**config.mk**
```make
export PLATFORM = sky130hd
export DESIGN_NAME = uart_serial_bridge
export DESIGN_NICKNAME = d
export VERILOG_FILES = /design/src/rtl/uart_pkg.sv /design/src/rtl/byte_fifo.sv /design/src/rtl/uart_serial_bridge.sv
export SDC_FILE = /design/constraint.sdc
export NUM_CORES = 1
export LEC_CHECK = 0
export BUFFER_PORTS_ARGS = -buffer_cell sky130_fd_sc_hd__buf_2
export CORE_ASPECT_RATIO = 2
export CORE_UTILIZATION = 64
export CTS_BUF_LIST = sky130_fd_sc_hd__clkbuf_8
export CTS_CLUSTER_DIAMETER = 100
export DETAILED_ROUTE_END_ITERATION = 10
export PLACE_DENSITY = 0.83
export REMOVE_ABC_BUFFERS = 1
export SYNTH_ARGS = -nofsm -noshare
export SYNTH_HDL_FRONTEND = slang
export SYNTH_SLANG_ARGS = --single-unit
export TNS_END_PERCENT = 50
```
**constraint.sdc**
```tcl
create_clock -name clock -period 3.4 [get_ports clock]
set_input_delay 0.34 -clock clock [delete_from_list [all_inputs] [get_ports clock]]
set_output_delay 0.34 -clock clock [all_outputs]
set_load 0.02 [all_outputs]
```
**src/rtl/uart_pkg.sv**
```systemverilog
// uart_pkg: types and constants shared by the UART bridge RTL.
//   uart_state_t : IDLE/START/DATA/STOP, used by both the RX and TX FSMs.
//   DATA_BITS    : payload bits per frame (8N1).
//   LINE_IDLE    : resting level of an idle UART line.
package uart_pkg;

    typedef enum logic [1:0] {
        IDLE  = 2'd0,
        START = 2'd1,
        DATA  = 2'd2,
        STOP  = 2'd3
    } uart_state_t;

    localparam int   DATA_BITS = 8;
    localparam logic LINE_IDLE = 1'b1;

endpackage

```
**src/rtl/byte_fifo.sv**
```systemverilog
// byte_fifo: synchronous show-ahead byte FIFO.
//   clock, reset    : rising-edge clock, synchronous active-low reset.
//   push_i, data_i  : write strobe and byte; dropped when full unless a pop
//                     frees a slot in the same cycle.
//   pop_i           : advance the head; ignored when empty.
//   data_o          : current head byte, 8'h00 while empty.
//   full_o, empty_o : status decoded from the pointer pair.
module byte_fifo #(
    parameter int DEPTH = 8
) (
    input  logic       clock,
    input  logic       reset,
    input  logic       push_i,
    input  logic [7:0] data_i,
    input  logic       pop_i,
    output logic [7:0] data_o,
    output logic       full_o,
    output logic       empty_o
);

    localparam int AW = $clog2(DEPTH);

    logic [7:0]  mem [DEPTH];
    logic [AW:0] wr_ptr_q;
    logic [AW:0] rd_ptr_q;
    logic        do_push;
    logic        do_pop;

    // Pointers carry one extra wrap bit: equal pointers mean empty, equal
    // addresses with differing wrap bits mean full.
    assign empty_o = (wr_ptr_q == rd_ptr_q);
    assign full_o  = (wr_ptr_q[AW] != rd_ptr_q[AW]) &&
                     (wr_ptr_q[AW-1:0] == rd_ptr_q[AW-1:0]);

    assign do_pop  = pop_i && !empty_o;
    assign do_push = push_i && (!full_o || do_pop);

    assign data_o  = empty_o ? 8'h00 : mem[rd_ptr_q[AW-1:0]];

    always_ff @(posedge clock) begin
        if (do_push) begin
            mem[wr_ptr_q[AW-1:0]] <= data_i;
        end
    end

    always_ff @(posedge clock) begin
        if (!reset) begin
            wr_ptr_q <= '0;
            rd_ptr_q <= '0;
        end else begin
            if (do_push) wr_ptr_q <= wr_ptr_q + 1'b1;
            if (do_pop)  rd_ptr_q <= rd_ptr_q + 1'b1;
        end
    end

endmodule

```
**src/rtl/uart_serial_bridge.sv**
```systemverilog
// uart_serial_bridge: 8N1 UART bridge between the processor's memory-mapped
// serial ports and the board UART pins.
//   clock, reset         : rising-edge clock, synchronous active-low reset.
//   uart_rxd / uart_txd  : serial line in (asynchronous) / out (registered).
//   proc_data_out        : RX FIFO head (show-ahead), 0 when empty.
//   proc_valid_out       : RX FIFO non-empty.
//   proc_ready_out       : TX FIFO not full.
//   proc_data_in/wren_in : byte pushed into the TX FIFO.
//   proc_rden_in         : pops the RX FIFO head.
//   rx_overrun_out       : sticky, set when a received byte hits a full FIFO.
// Build option: define UART_LOOPBACK_EN to feed the RX path from uart_txd
// instead of uart_rxd (board self-test).
module uart_serial_bridge
    import uart_pkg::*;
#(
    parameter int CLKS_PER_BIT = 434,
    parameter int FIFO_DEPTH   = 8
) (
    input  logic       clock,
    input  logic       reset,
    input  logic       uart_rxd,
    output logic       uart_txd,
    output logic [7:0] proc_data_out,
    output logic       proc_valid_out,
    output logic       proc_ready_out,
    input  logic [7:0] proc_data_in,
    input  logic       proc_rden_in,
    input  logic       proc_wren_in,
    output logic       rx_overrun_out
);

    localparam int CW = $clog2(CLKS_PER_BIT);
    localparam logic [CW-1:0] BIT_LAST  = CW'(CLKS_PER_BIT - 1);
    localparam logic [CW-1:0] HALF_LAST = CW'(CLKS_PER_BIT / 2 - 1);
    localparam logic [2:0]    BIT_IDX_LAST = 3'(DATA_BITS - 1);

    // ---------------- FIFOs ----------------
    logic       rx_push_q;
    logic [7:0] rx_byte_q;
    logic       rx_full;
    logic       rx_empty;
    logic       tx_pop;
    logic [7:0] tx_head;
    logic       tx_full;
    logic       tx_empty;

    byte_fifo #(.DEPTH(FIFO_DEPTH)) u_rx_fifo (
        .clock   (clock),
        .reset   (reset),
        .push_i  (rx_push_q),
        .data_i  (rx_byte_q),
        .pop_i   (proc_rden_in),
        .data_o  (proc_data_out),
        .full_o  (rx_full),
        .empty_o (rx_empty)
    );

    byte_fifo #(.DEPTH(FIFO_DEPTH)) u_tx_fifo (
        .clock   (clock),
        .reset   (reset),
        .push_i  (proc_wren_in),
        .data_i  (proc_data_in),
        .pop_i   (tx_pop),
        .data_o  (tx_head),
        .full_o  (tx_full),
        .empty_o (tx_empty)
    );

    assign proc_valid_out = !rx_empty;
    assign proc_ready_out = !tx_full;

    // ---------------- TX path ----------------
    uart_state_t   tx_state_q;
    logic [CW-1:0] tx_cnt_q;
    logic [2:0]    tx_bit_q;
    logic [7:0]    tx_shift_q;
    logic          txd_q;

    // The head is taken in the same cycle the FSM leaves IDLE.
    assign tx_pop   = (tx_state_q == IDLE) && !tx_empty;
    assign uart_txd = txd_q;

    always_ff @(posedge clock) begin
        if (!reset) begin
            tx_state_q <= IDLE;
            tx_cnt_q   <= '0;
            tx_bit_q   <= '0;
            tx_shift_q <= '0;
            txd_q      <= LINE_IDLE;
        end else begin
            // Line level follows the state one cycle later, so every bit
            // still lasts exactly CLKS_PER_BIT cycles.
            case (tx_state_q)
                START:   txd_q <= 1'b0;
                DATA:    txd_q <= tx_shift_q[0];
                default: txd_q <= LINE_IDLE;
            endcase

            case (tx_state_q)
                IDLE: begin
                    tx_cnt_q <= '0;
                    if (!tx_empty) begin
                        tx_shift_q <= tx_head;
                        tx_state_q <= START;
                    end
                end
                START: begin
                    if (tx_cnt_q == BIT_LAST) begin
                        tx_cnt_q   <= '0;
                        tx_bit_q   <= '0;
                        tx_state_q <= DATA;
                    end else begin
                        tx_cnt_q <= tx_cnt_q + 1'b1;
                    end
                end
                DATA: begin
                    if (tx_cnt_q == BIT_LAST) begin
                        tx_cnt_q   <= '0;
                        tx_shift_q <= {1'b0, tx_shift_q[7:1]};
                        tx_bit_q   <= tx_bit_q + 1'b1;
                        if (tx_bit_q == BIT_IDX_LAST) tx_state_q <= STOP;
                    end else begin
                        tx_cnt_q <= tx_cnt_q + 1'b1;
                    end
                end
                STOP: begin
                    if (tx_cnt_q == BIT_LAST) begin
                        tx_cnt_q   <= '0;
                        tx_state_q <= IDLE;
                    end else begin
                        tx_cnt_q <= tx_cnt_q + 1'b1;
                    end
                end
                default: tx_state_q <= IDLE;
            endcase
        end
    end

    // ---------------- RX path ----------------
    logic rx_src;
`ifdef UART_LOOPBACK_EN
    logic unused_rxd;
    assign unused_rxd = uart_rxd;
    assign rx_src     = txd_q;
`else
    assign rx_src     = uart_rxd;
`endif

    logic          rx_meta_q;
    logic          rx_sync_q;
    uart_state_t   rx_state_q;
    logic [CW-1:0] rx_cnt_q;
    logic [2:0]    rx_bit_q;
    logic [7:0]    rx_shift_q;
    logic          overrun_q;

    assign rx_overrun_out = overrun_q;

    always_ff @(posedge clock) begin
        if (!reset) begin
            rx_meta_q  <= LINE_IDLE;
            rx_sync_q  <= LINE_IDLE;
            rx_state_q <= IDLE;
            rx_cnt_q   <= '0;
            rx_bit_q   <= '0;
            rx_shift_q <= '0;
            rx_byte_q  <= '0;
            rx_push_q  <= 1'b0;
            overrun_q  <= 1'b0;
        end else begin
            rx_meta_q <= rx_src;
            rx_sync_q <= rx_meta_q;
            rx_push_q <= 1'b0;

            // A full FIFO still accepts the push if the processor pops in
            // the same cycle, so only a push without a pop is an overrun.
            if (rx_push_q && rx_full && !proc_rden_in) overrun_q <= 1'b1;

            case (rx_state_q)
                IDLE: begin
                    rx_cnt_q <= '0;
                    if (!rx_sync_q) rx_state_q <= START;
                end
                START: begin
                    // Half a bit in: re-check so later samples land mid-bit.
                    if (rx_cnt_q == HALF_LAST) begin
                        rx_cnt_q   <= '0;
                        rx_bit_q   <= '0;
                        rx_state_q <= rx_sync_q ? IDLE : DATA;
                    end else begin
                        rx_cnt_q <= rx_cnt_q + 1'b1;
                    end
                end
                DATA: begin
                    if (rx_cnt_q == BIT_LAST) begin
                        rx_cnt_q   <= '0;
                        rx_shift_q <= {rx_sync_q, rx_shift_q[7:1]};
                        rx_bit_q   <= rx_bit_q + 1'b1;
                        if (rx_bit_q == BIT_IDX_LAST) rx_state_q <= STOP;
                    end else begin
                        rx_cnt_q <= rx_cnt_q + 1'b1;
                    end
                end
                STOP: begin
                    if (rx_cnt_q == BIT_LAST) begin
                        rx_cnt_q   <= '0;
                        rx_state_q <= IDLE;
                        // Low stop bit is a framing error: byte discarded.
                        if (rx_sync_q) begin
                            rx_byte_q <= rx_shift_q;
                            rx_push_q <= 1'b1;
                        end
                    end else begin
                        rx_cnt_q <= rx_cnt_q + 1'b1;
                    end
                end
                default: rx_state_q <= IDLE;
            endcase
        end
    end

endmodule

```
==> flow_summary.json <==
{
  "routed-via-count": 4895,
  "io_buffers": 24,
  "timing.slew.headroom_pct": 47.2,
  "fin_crit_ns": 2.49,
  "crit_path_end": "proc_data_out[6]",
  "ys_seq_elements": 207,
  "fmax_mhz": 402,
  "cts_tree": "built",
  "cts_root_buffer": "clkbuf_8",
  "final_common_cell": "edfxtp_1",
  "regToRegEndpoint": "u_rx_fifo.mem[6][4]",
  "peakVddDrop_mv": 0.456,
  "fin_nets": 667,
  "clkTransAtPathRegs_ns": 0.07,
  "synth_top_flop_cell": "edfxtp_1",
  "cp-start-kind": "flip-flop",
  "use_met3_pct": 3.18,
  "setup_viol": 0,
  "grt_max_degree": 22,
  "dieArea_um2": 13900,
  "critical_path.top_delay_family": "flip-flops",
  "cts.sinks": 207,
  "slowest_delay_ns": 0.83,
  "synth_cell_type_count": 61,
  "met2_usage_pct": 44.9,
  "grt_setup_unrepaired": "no",
  "yosysSeqAreaShare_pct": 63.1,
  "crit_buf_inv": 1,
  "drc": 2,
  "clkLatencyLatePin_ns": 0.53,
  "place_area_um2": 8870,
  "ant_nets": 0,
  "antenna_found_initial": 0,
  "die_h_um": 166,
  "async_reset_ff_share_pct": 0,
  "cp.depth": 4,
  "cp_slowest_cell": "dfxtp_1",
  "r2r_start": "u_rx_fifo.wr_ptr_q[0]",
  "ff2ff_setup_slack_ns": 1.06,
  "wl_per_cell_um": 19.1,
  "netlist_area_um2": 8590,
  "place.gp.congestion": 0.775,
  "skew_ns": 0.0165,
  "cts_max_path_buffers": 3,
  "antenna_cells": 0,
  "fin_crit_sh_pct": 73.2,
  "endpoint_kind": "primary output",
  "synth_edf_count": 128,
  "hold_viol": 0,
  "ioPinCount": 25,
  "powerDensity_nw_per_um2": 592,
  "grt_most_used_layer": "met2",
  "design_area_um2": 9460,
  "use_met1_pct": 21.8,
  "finalWirelength_um": 15400,
  "dp_hpwl_um": 11000,
  "htreeDepth": 1,
  "synth.avg_cell_area_um2": 14.3,
  "status": "finished with violations",
  "grt_overflow_total": 0,
  "crit_type": "reg2out",
  "grt_pass1_vias": 5183,
  "cts_made_buffers": 26,
  "grt_pass1_wl_um": 25100,
  "ff2ff_path_depth": 4,
  "p_leak_nw": 3.36,
  "via_per_inst": 6.06,
  "slew_violations": 0,
  "violations": "DRC",
  "arrival_ns": 2.15,
  "die_w_um": 83.9,
  "first_iter_violations": 182,
  "tns_ns": 0,
  "drive_gt1_share_pct": 17.5,
  "row_count": 59,
  "start_util_pct": 65.8,
  "worstPathCellList": "mux4_2 > mux2i_1 > nor2_1 > buf_2",
  "worst-path-max-fanout": 16,
  "syn-instance-count": 600,
  "cap_violations": 0,
  "worstMarginPinSlew_ns": 0.791,
  "worst_ep_required_time_ns": 3.06,
  "final_cell_mix": "edfxtp_1, dfxtp_1, nor2_1",
  "hp-class": "in2reg",
  "fp.coreArea_um2": 13100,
  "yosys_warnings": 0,
  "grtUsageTotal_pct": 22.9,
  "area_growth_pct": 10.1,
  "firstDrtPassIters": 7
}
[where the power goes]
group          switching (mW)  internal, mW  total, mW
logic                   0.436         0.358      0.794
registers               0.121          2.75       2.87
clock network           0.853          1.08       1.94
[cell usage after synthesis, drive strengths merged, types with 2 or more instances]
cell type,number,area [um^2]
nor2b,2,12.5
buf,19,114
nor4,7,56.3
ha,18,225
inv,17,63.8
dfxtp,79,1580
nand2b,9,56.3
nand4,7,43.8
and4,2,17.5
and4bb,2,25.0
clkbuf,13,48.8
and4b,6,60.1
o41ai,2,43.8
nand3,11,55.1
xor2,14,123
or3,6,38.8
nand4b,2,32.5
a21oi,17,88.8
xnor2,14,123
a221o,7,70.1
nor4b,4,35.0
mux4,25,593
a311oi,2,17.5
a22o,7,61.3
edfxtp,128,3840
nand2,22,82.6
o21ai,12,71.3
and3,5,31.3
o211ai,3,22.5
nor3,7,51.3
mux2i,48,480
o22ai,8,50.1
a211oi,3,22.5
nor2,59,221
[state kept, by name (all words and copies together), names as in the netlist, 8 cells and up, named ones only]
register       cells
rx_cnt_q           9
tx_cnt_q           9
tx_shift_q         8
rx_byte_q          8
rx_shift_q         8
u_rx_fifo.mem     64
u_tx_fifo.mem     64
[area by class of cell]
cell class	count	area [um^2]
Sequential cell	207	5430
Fill cell	844	3600
Multi-Input combinational cell	344	2950
Clock buffer	32	440
Timing Repair Buffer	40	243
Tap cell	152	190
Clock inverter	16	146
Inverter	17	63.8
[metal layers]
metal / wire [um] / vias to the layer above / share of wire, %
li1: - / 2343 / -
met5: 0 / - / 0
met2: 9070 / 111 / 59
met4: 672 / 0 / 4.4
met3: 388 / 46 / 2.5
met1: 5320 / 2395 / 34
[worst min-delay path by stage]
| stage | startpoint | to | slack (ns) | cells past startpoint |
|---|---|---|---|---|
| global placement | rx_meta_q | rx_sync_q | 0.39 | 1 |
| CTS | proc_data_in[0] | u_tx_fifo.mem[4][0] | 0.06 | 1 |
| floorplan | rx_meta_q | rx_sync_q | 0.39 | 1 |
| global route | proc_data_in[0] | u_tx_fifo.mem[5][0] | 0.07 | 1 |
| finish | proc_data_in[5] | u_tx_fifo.mem[3][5] | 0.08 | 1 |
| detailed placement | rx_meta_q | rx_sync_q | 0.41 | 1 |
[per-stage QoR]
step,worst slack [ns],std cells,hold slack [ns],util [%],power (mW)
final,0.910,808,0.0788,72.4,5.60
after global routing,0.751,808,0.0691,72.4,5.82
after CTS,0.861,808,0.0598,72.4,5.63
after detailed placement,1.08,759,0.410,67.9,3.71
after global placement,1.20,759,0.391,67.9,3.66
after floorplan,0.689,568,0.386,-,3.48
[repair_timing]
item                                   4_1_cts  5_1_grt
hold buffers                                 1        0
endpoints found under the hold margin        1        0
setup buffers                                0        0
resized for setup                            0        0
[logic make-up (layout without fill, tap and decap cells)]
family	Yosys count	in the layout	synth area share [%]
flops	207	207	63.1
mux	73	73	12.5
xor+xnor	28	28	2.85
fa+ha+maj	18	18	2.62
simple gates	155	155	10.0
buf+inv	49	105	2.64
compound gates	70	70	6.25
[worst register-to-register path: cells and delay by family, from the launching register on]
family / cells / cell delay (ns)
and+or+nand+nor: 2 / 0.69
AOI/OAI and AO/OA: 1 / 0.35
DFF: 1 / 0.53
xor gates and xnor gates: 1 / 0.41
No activity file was read; power rests on OpenSTA's default activity.
